--- src/rtl/input_data_streamer.sv ---
// input_data_streamer
//   Holds NUM_SAMPLES input vectors of NUM_FEATURES words in a loadable
//   register memory. On a start command it streams one sample, or every
//   sample in order, to the ELM hidden-layer datapath over a valid/ready
//   handshake. Each beat carries feature/sample indices and last flags.
//
// Ports
//   clk, rst                    clock (rising edge), async active-high reset
//   wr_en, wr_addr, wr_data     memory write port (addr = sample*NF + feature)
//   start, run_all, sample_sel  run command (run_all=1 streams every sample)
//   data_out, data_valid        output beat and its valid flag
//   data_ready                  downstream accept
//   feat_idx, samp_idx          indices of the current beat
//   last_feat, last_samp        beat is the last feature / belongs to last sample
//   busy, done, cmd_err         run in progress, end-of-run pulse, rejected start
module input_data_streamer #(
  parameter int DATA_WIDTH   = 8,
  parameter int NUM_FEATURES = 16,
  parameter int NUM_SAMPLES  = 16,
  parameter int ADDR_WIDTH   = 8,
  parameter int FEAT_WIDTH   = 4,
  parameter int SAMP_WIDTH   = 4
) (
  input  logic                  clk,
  input  logic                  rst,
  input  logic                  wr_en,
  input  logic [ADDR_WIDTH-1:0] wr_addr,
  input  logic [DATA_WIDTH-1:0] wr_data,
  input  logic                  start,
  input  logic                  run_all,
  input  logic [SAMP_WIDTH-1:0] sample_sel,
  output logic [DATA_WIDTH-1:0] data_out,
  output logic                  data_valid,
  input  logic                  data_ready,
  output logic [FEAT_WIDTH-1:0] feat_idx,
  output logic [SAMP_WIDTH-1:0] samp_idx,
  output logic                  last_feat,
  output logic                  last_samp,
  output logic                  busy,
  output logic                  done,
  output logic                  cmd_err
);

  localparam int unsigned DEPTH = NUM_FEATURES * NUM_SAMPLES;
  localparam int unsigned NS_U  = NUM_SAMPLES;
  localparam logic [FEAT_WIDTH-1:0] LAST_FEAT = FEAT_WIDTH'(NUM_FEATURES - 1);
  localparam logic [SAMP_WIDTH-1:0] LAST_SAMP = SAMP_WIDTH'(NUM_SAMPLES - 1);

  typedef enum logic [1:0] {
    IDLE,
    STREAM,
    FINISH
  } state_t;

  state_t state, state_n;

  logic [DATA_WIDTH-1:0] mem [DEPTH];

  logic [FEAT_WIDTH-1:0] cur_feat, cur_feat_n;
  logic [SAMP_WIDTH-1:0] cur_samp, cur_samp_n;
  logic [SAMP_WIDTH-1:0] end_samp, end_samp_n;
  // Set once the final beat of the run has been loaded into the output register.
  logic                  issued, issued_n;

  logic [DATA_WIDTH-1:0] data_out_n;
  logic                  data_valid_n;
  logic [FEAT_WIDTH-1:0] feat_idx_n;
  logic [SAMP_WIDTH-1:0] samp_idx_n;
  logic                  last_feat_n;
  logic                  last_samp_n;
  logic                  busy_n;
  logic                  done_n;
  logic                  cmd_err_n;

  // Shared load path: IDLE (first beat) and STREAM both feed these.
  logic                  do_load;
  logic [FEAT_WIDTH-1:0] ld_feat;
  logic [SAMP_WIDTH-1:0] ld_samp;
  logic [SAMP_WIDTH-1:0] ld_end;
  logic [ADDR_WIDTH-1:0] rd_addr;
  logic                  sel_ok;

  assign sel_ok = (32'(sample_sel) < NS_U);

  // Memory is intentionally not reset; contents survive rst.
  always_ff @(posedge clk) begin
    if (wr_en && (32'(wr_addr) < DEPTH)) begin
      mem[wr_addr] <= wr_data;
    end
  end

  always_ff @(posedge clk or posedge rst) begin
    if (rst) begin
      state      <= IDLE;
      cur_feat   <= '0;
      cur_samp   <= '0;
      end_samp   <= '0;
      issued     <= 1'b0;
      data_out   <= '0;
      data_valid <= 1'b0;
      feat_idx   <= '0;
      samp_idx   <= '0;
      last_feat  <= 1'b0;
      last_samp  <= 1'b0;
      busy       <= 1'b0;
      done       <= 1'b0;
      cmd_err    <= 1'b0;
    end else begin
      state      <= state_n;
      cur_feat   <= cur_feat_n;
      cur_samp   <= cur_samp_n;
      end_samp   <= end_samp_n;
      issued     <= issued_n;
      data_out   <= data_out_n;
      data_valid <= data_valid_n;
      feat_idx   <= feat_idx_n;
      samp_idx   <= samp_idx_n;
      last_feat  <= last_feat_n;
      last_samp  <= last_samp_n;
      busy       <= busy_n;
      done       <= done_n;
      cmd_err    <= cmd_err_n;
    end
  end

  always_comb begin
    state_n      = state;
    cur_feat_n   = cur_feat;
    cur_samp_n   = cur_samp;
    end_samp_n   = end_samp;
    issued_n     = issued;
    data_out_n   = data_out;
    data_valid_n = data_valid;
    feat_idx_n   = feat_idx;
    samp_idx_n   = samp_idx;
    last_feat_n  = last_feat;
    last_samp_n  = last_samp;
    busy_n       = busy;
    done_n       = 1'b0;
    cmd_err_n    = 1'b0;
    do_load      = 1'b0;
    ld_feat      = cur_feat;
    ld_samp      = cur_samp;
    ld_end       = end_samp;
    rd_addr      = '0;

    case (state)
      IDLE: begin
        if (start) begin
          if (run_all || sel_ok) begin
            // The first beat is loaded straight from IDLE so data_valid
            // rises on the cycle after start.
            do_load  = 1'b1;
            ld_feat  = '0;
            ld_samp  = run_all ? '0 : sample_sel;
            ld_end   = run_all ? LAST_SAMP : sample_sel;
            issued_n = 1'b0;
            busy_n   = 1'b1;
            state_n  = STREAM;
          end else begin
            cmd_err_n = 1'b1;
          end
        end
      end

      STREAM: begin
        if (data_valid && data_ready) begin
          data_valid_n = 1'b0;
          if (last_feat && last_samp) begin
            busy_n  = 1'b0;
            done_n  = 1'b1;
            state_n = FINISH;
          end
        end
        if ((!data_valid || data_ready) && !issued) begin
          do_load = 1'b1;
        end
      end

      FINISH: begin
        state_n = IDLE;
      end

      default: begin
        state_n = IDLE;
      end
    endcase

    if (do_load) begin
      rd_addr      = ADDR_WIDTH'(ld_samp) * ADDR_WIDTH'(NUM_FEATURES) + ADDR_WIDTH'(ld_feat);
      data_out_n   = mem[rd_addr];
      feat_idx_n   = ld_feat;
      samp_idx_n   = ld_samp;
      last_feat_n  = (ld_feat == LAST_FEAT);
      last_samp_n  = (ld_samp == ld_end);
      data_valid_n = 1'b1;
      end_samp_n   = ld_end;
      if (ld_feat == LAST_FEAT) begin
        cur_feat_n = '0;
        cur_samp_n = ld_samp + 1'b1;
        if (ld_samp == ld_end) begin
          issued_n = 1'b1;
        end
      end else begin
        cur_feat_n = ld_feat + 1'b1;
        cur_samp_n = ld_samp;
      end
    end
  end

endmodule

--- config.mk ---
export PLATFORM = sky130hd
export DESIGN_NAME = input_data_streamer
export DESIGN_NICKNAME = d
export VERILOG_FILES = /design/src/rtl/input_data_streamer.sv
export SDC_FILE = /design/constraint.sdc
export NUM_CORES = 2
export LEC_CHECK = 0
export CORE_ASPECT_RATIO = 1.25
export CORE_UTILIZATION = 62
export CTS_BUF_LIST = sky130_fd_sc_hd__clkbuf_2
export DETAILED_ROUTE_END_ITERATION = 10
export PLACE_DENSITY_LB_ADDON = 0.08
export RECOVER_POWER = 50
export REMOVE_ABC_BUFFERS = 1
export SYNTH_ARGS = -nofsm -noshare
export SYNTH_HDL_FRONTEND = slang
export SYNTH_SLANG_ARGS = --single-unit
--- constraint.sdc ---
create_clock -name clk -period 3.3 [get_ports clk]
set_input_delay 0.66 -clock clk [delete_from_list [all_inputs] [get_ports clk]]
set_output_delay 0.66 -clock clk [all_outputs]
set_load 0.1 [all_outputs]
## Word-level counts from Yosys, hierarchy flattened

Memories as Yosys holds them, arrays and structs flattened. A register that Yosys moved wholly into a read port is not among the register bits.
Cells that the tools add are included.
Widths: inputs -> output; s select.

- Register bits after elaboration: 28
- Bits in writable memories: 2048
- Input port bits: 26
- Output and inout bits: 22
- Logic and storage cells: 69
- Memories: 1

Memories:

| name | words | width | rd ports | clocked after memory_dff | wr ports | line | RTL |
|---|---|---|---|---|---|---|---|
| mem | 256 | 8 | 1 | 1 | 1 | 57 | `logic [DATA_WIDTH-1:0] mem [DEPTH];` |

- $add $sub $neg: 3
- Equal/unequal tests: 6
- Muxes and demuxes: 34
- Reductions and logical operators: 13

Operators with widths:

| operator | count |
|---|---|
| $mux 4 | 10 |
| $mux 1 | 18 |
| $add 4x1->4 const B | 2 |
| $add 8x4->8 | 1 |
| $mux 2 | 3 |
| $ne 2x2->1 const B | 3 |
| $reduce_bool 2->1 | 3 |
| $eq 4x4->1 | 1 |
| $eq 4x4->1 const B | 1 |
| $pmux 1 s2 | 2 |
| $pmux 2 s2 | 1 |
| $reduce_and 4->1 | 1 |
| $logic_and 1x1->1 | 3 |
| $reduce_and 3->1 | 1 |
| $eq 2x1->1 const B | 1 |
| $logic_not 1->1 | 2 |
| $logic_not 2->1 | 1 |
| $reduce_and 2->1 | 1 |
| $logic_or 1x1->1 | 1 |

## Depth between registers and ports, before layout

- Depth in word-level cells: 7
- Depth in mapped cells: 15
- Depth with buffers taken out: 9

## Worst setup path before layout

No wires, ideal clock.

- Kind: input port to flip-flop
- From: input start
- To: register cur_samp[3]
- Data arrival time: 2.775 ns
- Slack: 0.391 ns
- Cell stages on the path: 13
- Cells stage by stage: or3b_1 -> buf_6 -> nand2_2 -> inv_2 -> buf_2 -> buf_2 -> clkbuf_1 -> buf_2 -> ha_1 -> nand3_1 -> nor2_1 -> xor2_1 -> o21ai_0

- Cells in the longest elaborated chain, start to end: 4

RTL lines:

| element | line | RTL |
|---|---|---|
| start: declaration | 29 | `input logic start,` |
| $mux 4 | 149 | `if (start) begin` |
| $mux 4 | 147 | `case (state)` |
| via ld_feat[1] | 77 | `logic [FEAT_WIDTH-1:0] ld_feat;` |
| $eq 4x4->1 | 198 | `if (ld_feat == LAST_FEAT) begin` |
| $mux 4 | 198 |  |
| end signal: assignment | 111 | `cur_samp <= cur_samp_n;` |
| end: declaration | 60 | `logic [SAMP_WIDTH-1:0] cur_samp, cur_samp_n;` |

The timed path passes the listed nets, and every way through them passes these cells.
A chain may end at the register's enable or synchronous reset.

## Worst setup path after layout

- From: input wr_data[2]
- To: memory mem[187][2] (data pin)

RTL lines:

| element | line | RTL |
|---|---|---|
| start: declaration | 28 | `input logic [DATA_WIDTH-1:0] wr_data,` |
| end: declaration | 57 |  |

Straight into the memory's write port.

==> flow_metrics.env <==
export IMPL_grt_antenna_before_repair=18
export IMPL_dp_worst_setup_slack_ps=-1600
export IMPL_grt_busiest_layer="met2"
export IMPL_via_per_inst=6.85
export IMPL_fin_nets=6907
export IMPL_vias=61648
export IMPL_ys_warn_count=0
export IMPL_setup_slack_ps=-398
export IMPL_ys_types=92
export IMPL_clkPwrFrac=0.201
export IMPL_hold_violations=0
export IMPL_cts_root_buf="clkbuf_2"
export IMPL_timing_hold_ws_ps=240
export IMPL_ys_seq_elements=2084
export IMPL_row_count=150
export IMPL_critPathRequiredTime_ps=4830
export IMPL_cts_tree="built"
export IMPL_cellPowerDensity_nw_per_um2=796
export IMPL_finalMaxSlewViolations=855
export IMPL_drt_first_iter_violations=9887
export IMPL_drive_above_1_share=0.309
export IMPL_setup_tns_ps=-71880
export IMPL_worstSetupEndpointType="flop"
export IMPL_synth_area_per_cell_um2=15.2
export IMPL_insertion_delay_ps=1960
export IMPL_status="finished with violations"
export IMPL_wl_per_cell_um=35.3
export IMPL_syn_area_um2=83900
export IMPL_die_x_um=331
export IMPL_dpl_cell_count=8068
export IMPL_yosysSeqAreaShare=0.744
export IMPL_cts_sinks=2084
export IMPL_drc=0
export IMPL_ir_worst_vdd_mv=0.758
export IMPL_layout_commonest_cell="edfxtp_1"
export IMPL_rsz0062_at_grt="true"
export IMPL_synthCells=5501
export IMPL_clock_path_buffers=4
export IMPL_area_delta_synth_final_pct=20.2
export IMPL_filler_cell_count=8570
export IMPL_drv_cap=19
export IMPL_crit_start="wr_data[2]"
export IMPL_track_usage=0.469
export IMPL_setup_viol=451
export IMPL_grt_pass1_wl_um=438000
export IMPL_timing_worst_setup_path_type="input port to flop"
export IMPL_final_cell_mix="2048 x edfxtp_1, 1021 x buf_4, 695 x clkbuf_2, 486 x nand2_1, 365 x nor2_1"
export IMPL_coreArea_um2=134000
export IMPL_rr_endpoint="data_out[1]$_DFFE_PP0P_"
export IMPL_fin_worst_skew_ps=129
export IMPL_reg2reg_depth=14
export IMPL_power_mw=80.3
export IMPL_synthArstFlopShare=0.0173
export IMPL_synth_edff_count=2048
export IMPL_gr_usage_met3=0.151
export IMPL_drt_pass1_iterations=6
export IMPL_power_internal_mw=48.1
export IMPL_post_route_util=0.752
export IMPL_gr_total_overflow=0
export IMPL_startpoint_type="input port"
export IMPL_die_area_um2=137000
export IMPL_grt_start_max_net_pins=97
export IMPL_io_buffers=46
export IMPL_endpoint="mem[187][2]$_DFFE_PP_"
export IMPL_min_period_ps=3700
export IMPL_fmax_mhz=270
export IMPL_die_y_um=413
export IMPL_slew_headroom=-1.35
export IMPL_wl_um=318000
export IMPL_drtAntennaViolNets=0
export IMPL_synthFlopType="edfxtp_1"
export IMPL_violations="capacitance limit, slew limit, setup timing"
export IMPL_reg2reg_from="state[0]$_DFFE_PP0P_"
export IMPL_r2r_slack_ps=-240
export IMPL_min_period_over_period=1.12
export IMPL_crit_fanout=37
export IMPL_grt_pass1_vias=59622
export IMPL_stdcell_count=9001
export IMPL_fin_area_um2=101000
export IMPL_arrival_ps=5230
export IMPL_p_sw_mw=32.2
export IMPL_initial_core_util=0.626
export IMPL_io_pin_count=48
export IMPL_clk_pin_slew_ps=110
export IMPL_numCtsBuffers=480
export IMPL_dp_hpwl_um=211000
export IMPL_hold_class="input port to flop"
export IMPL_place_gp_congestion=1.04
export IMPL_seqPwrFrac=0.369
export IMPL_tightest_slew_ps=3520
export IMPL_met2_usage=0.686
export IMPL_p_sw_frac=0.401
export IMPL_h_tree_depth=5
export IMPL_power_frac_comb=0.430
export IMPL_power_leakage_nw=35.6
export IMPL_placed_area_um2=95500
export IMPL_gr_usage_met1=0.577
## area by class of cell
cell class                      count  area, µm²  share of cell area
Clock inverter                    147        749             0.00743
Sequential cell                  2084      62400               0.619
Clock buffer                      681       3410              0.0338
Antenna cell                       28       70.1            0.000695
Inverter                           21       95.1            0.000943
Tap cell                         1748       2190              0.0217
Timing Repair Buffer             1298      11800               0.117
Multi-Input combinational cell   2994      20100               0.199
## worst min path at each step
stage,cells after the start,end,slack (ps),startpoint
after CTS,6,data_valid$_DFFE_PP0P_,30,data_ready
after global routing,6,data_valid$_DFFE_PP0P_,180,data_ready
after detailed placement,2,samp_idx[1]$_DFFE_PP0P_,490,samp_idx[1]$_DFFE_PP0P_
after floorplan,2,issued$_DFF_PP0_,480,issued$_DFF_PP0_
after global placement,2,feat_idx[2]$_DFFE_PP0P_,470,feat_idx[2]$_DFFE_PP0P_
final,6,data_valid$_DFFE_PP0P_,240,data_ready
## synth_stat cells (24+ instances only)
master / number / share of area
and2_1: 30 / 0.0022
o221ai_1: 91 / 0.0095
a211oi_1: 161 / 0.014
a31oi_1: 100 / 0.0075
nor3_1: 58 / 0.0035
a311oi_1: 35 / 0.0037
nor2_1: 375 / 0.017
mux2i_1: 300 / 0.036
nor2b_1: 52 / 0.0039
mux4_2: 32 / 0.0086
buf_1: 38 / 0.0017
dfrtp_1: 36 / 0.011
a221oi_1: 35 / 0.0037
and3_1: 66 / 0.0049
a21oi_1: 204 / 0.012
clkbuf_1: 157 / 0.0070
nand3_1: 118 / 0.0070
a22oi_1: 24 / 0.0021
o22ai_1: 92 / 0.0069
o211ai_1: 54 / 0.0048
mux2_2: 145 / 0.019
buf_2: 180 / 0.011
nand2_1: 488 / 0.022
edfxtp_1: 2048 / 0.73
o21ai_0: 234 / 0.014
## registers in the layout (all words and copies together), names as in the netlist
name / flops
cur_feat: 4
last_feat: 1
end_samp: 4
issued: 1
done: 1
cur_samp: 4
feat_idx: 4
data_out: 8
mem: 2048
last_samp: 1
samp_idx: 4
state: 2
busy: 1
data_valid: 1
## cells by family after synthesis
family          synth area share
flops                      0.744
fa+ha+maj               0.000298
simple gates              0.0682
mux                       0.0646
compound gates            0.0988
buf+inv                   0.0232
other cells            0.0000447
xor+xnor                0.000836
## worst max-delay path: stages
cell	delay, ps
dlygate4sd3_1	530
dlygate4sd3_1	550
clkbuf_1	2390
buf_2	1000
## power by group through the flow
stage                     logic, mW  registers [mW]  clock network (mW)
final                          34.5            29.6                16.2
after global routing           34.6            29.6                17.4
after CTS                      32.7            29.6                16.1
after detailed placement       31.8            30.1                   0
after global placement         31.6            30.1                   0
after floorplan                8.61            31.2                   0
## per-layer routing
| layer | share of wire | vias up |
|---|---|---|
| met5 | 0.00025 | - |
| met2 | 0.44 | 5670 |
| met1 | 0.32 | 29903 |
| li1 | - | 24722 |
| met4 | 0.091 | 12 |
| met3 | 0.15 | 1341 |
## repair_timing
| item | CTS | global route |
|---|---|---|
| gates cloned | 0 | 1 |
| hold buffers | 47 | 0 |
| gates resized for setup | 129 | 46 |
| pin swaps | 7 | 13 |
| buffers inserted | 19 | 10 |
| hold endpoints to repair | 2278 | 0 |
| setup endpoints to repair | 28 | 30 |
No activity file was read; power rests on OpenSTA's default activity.
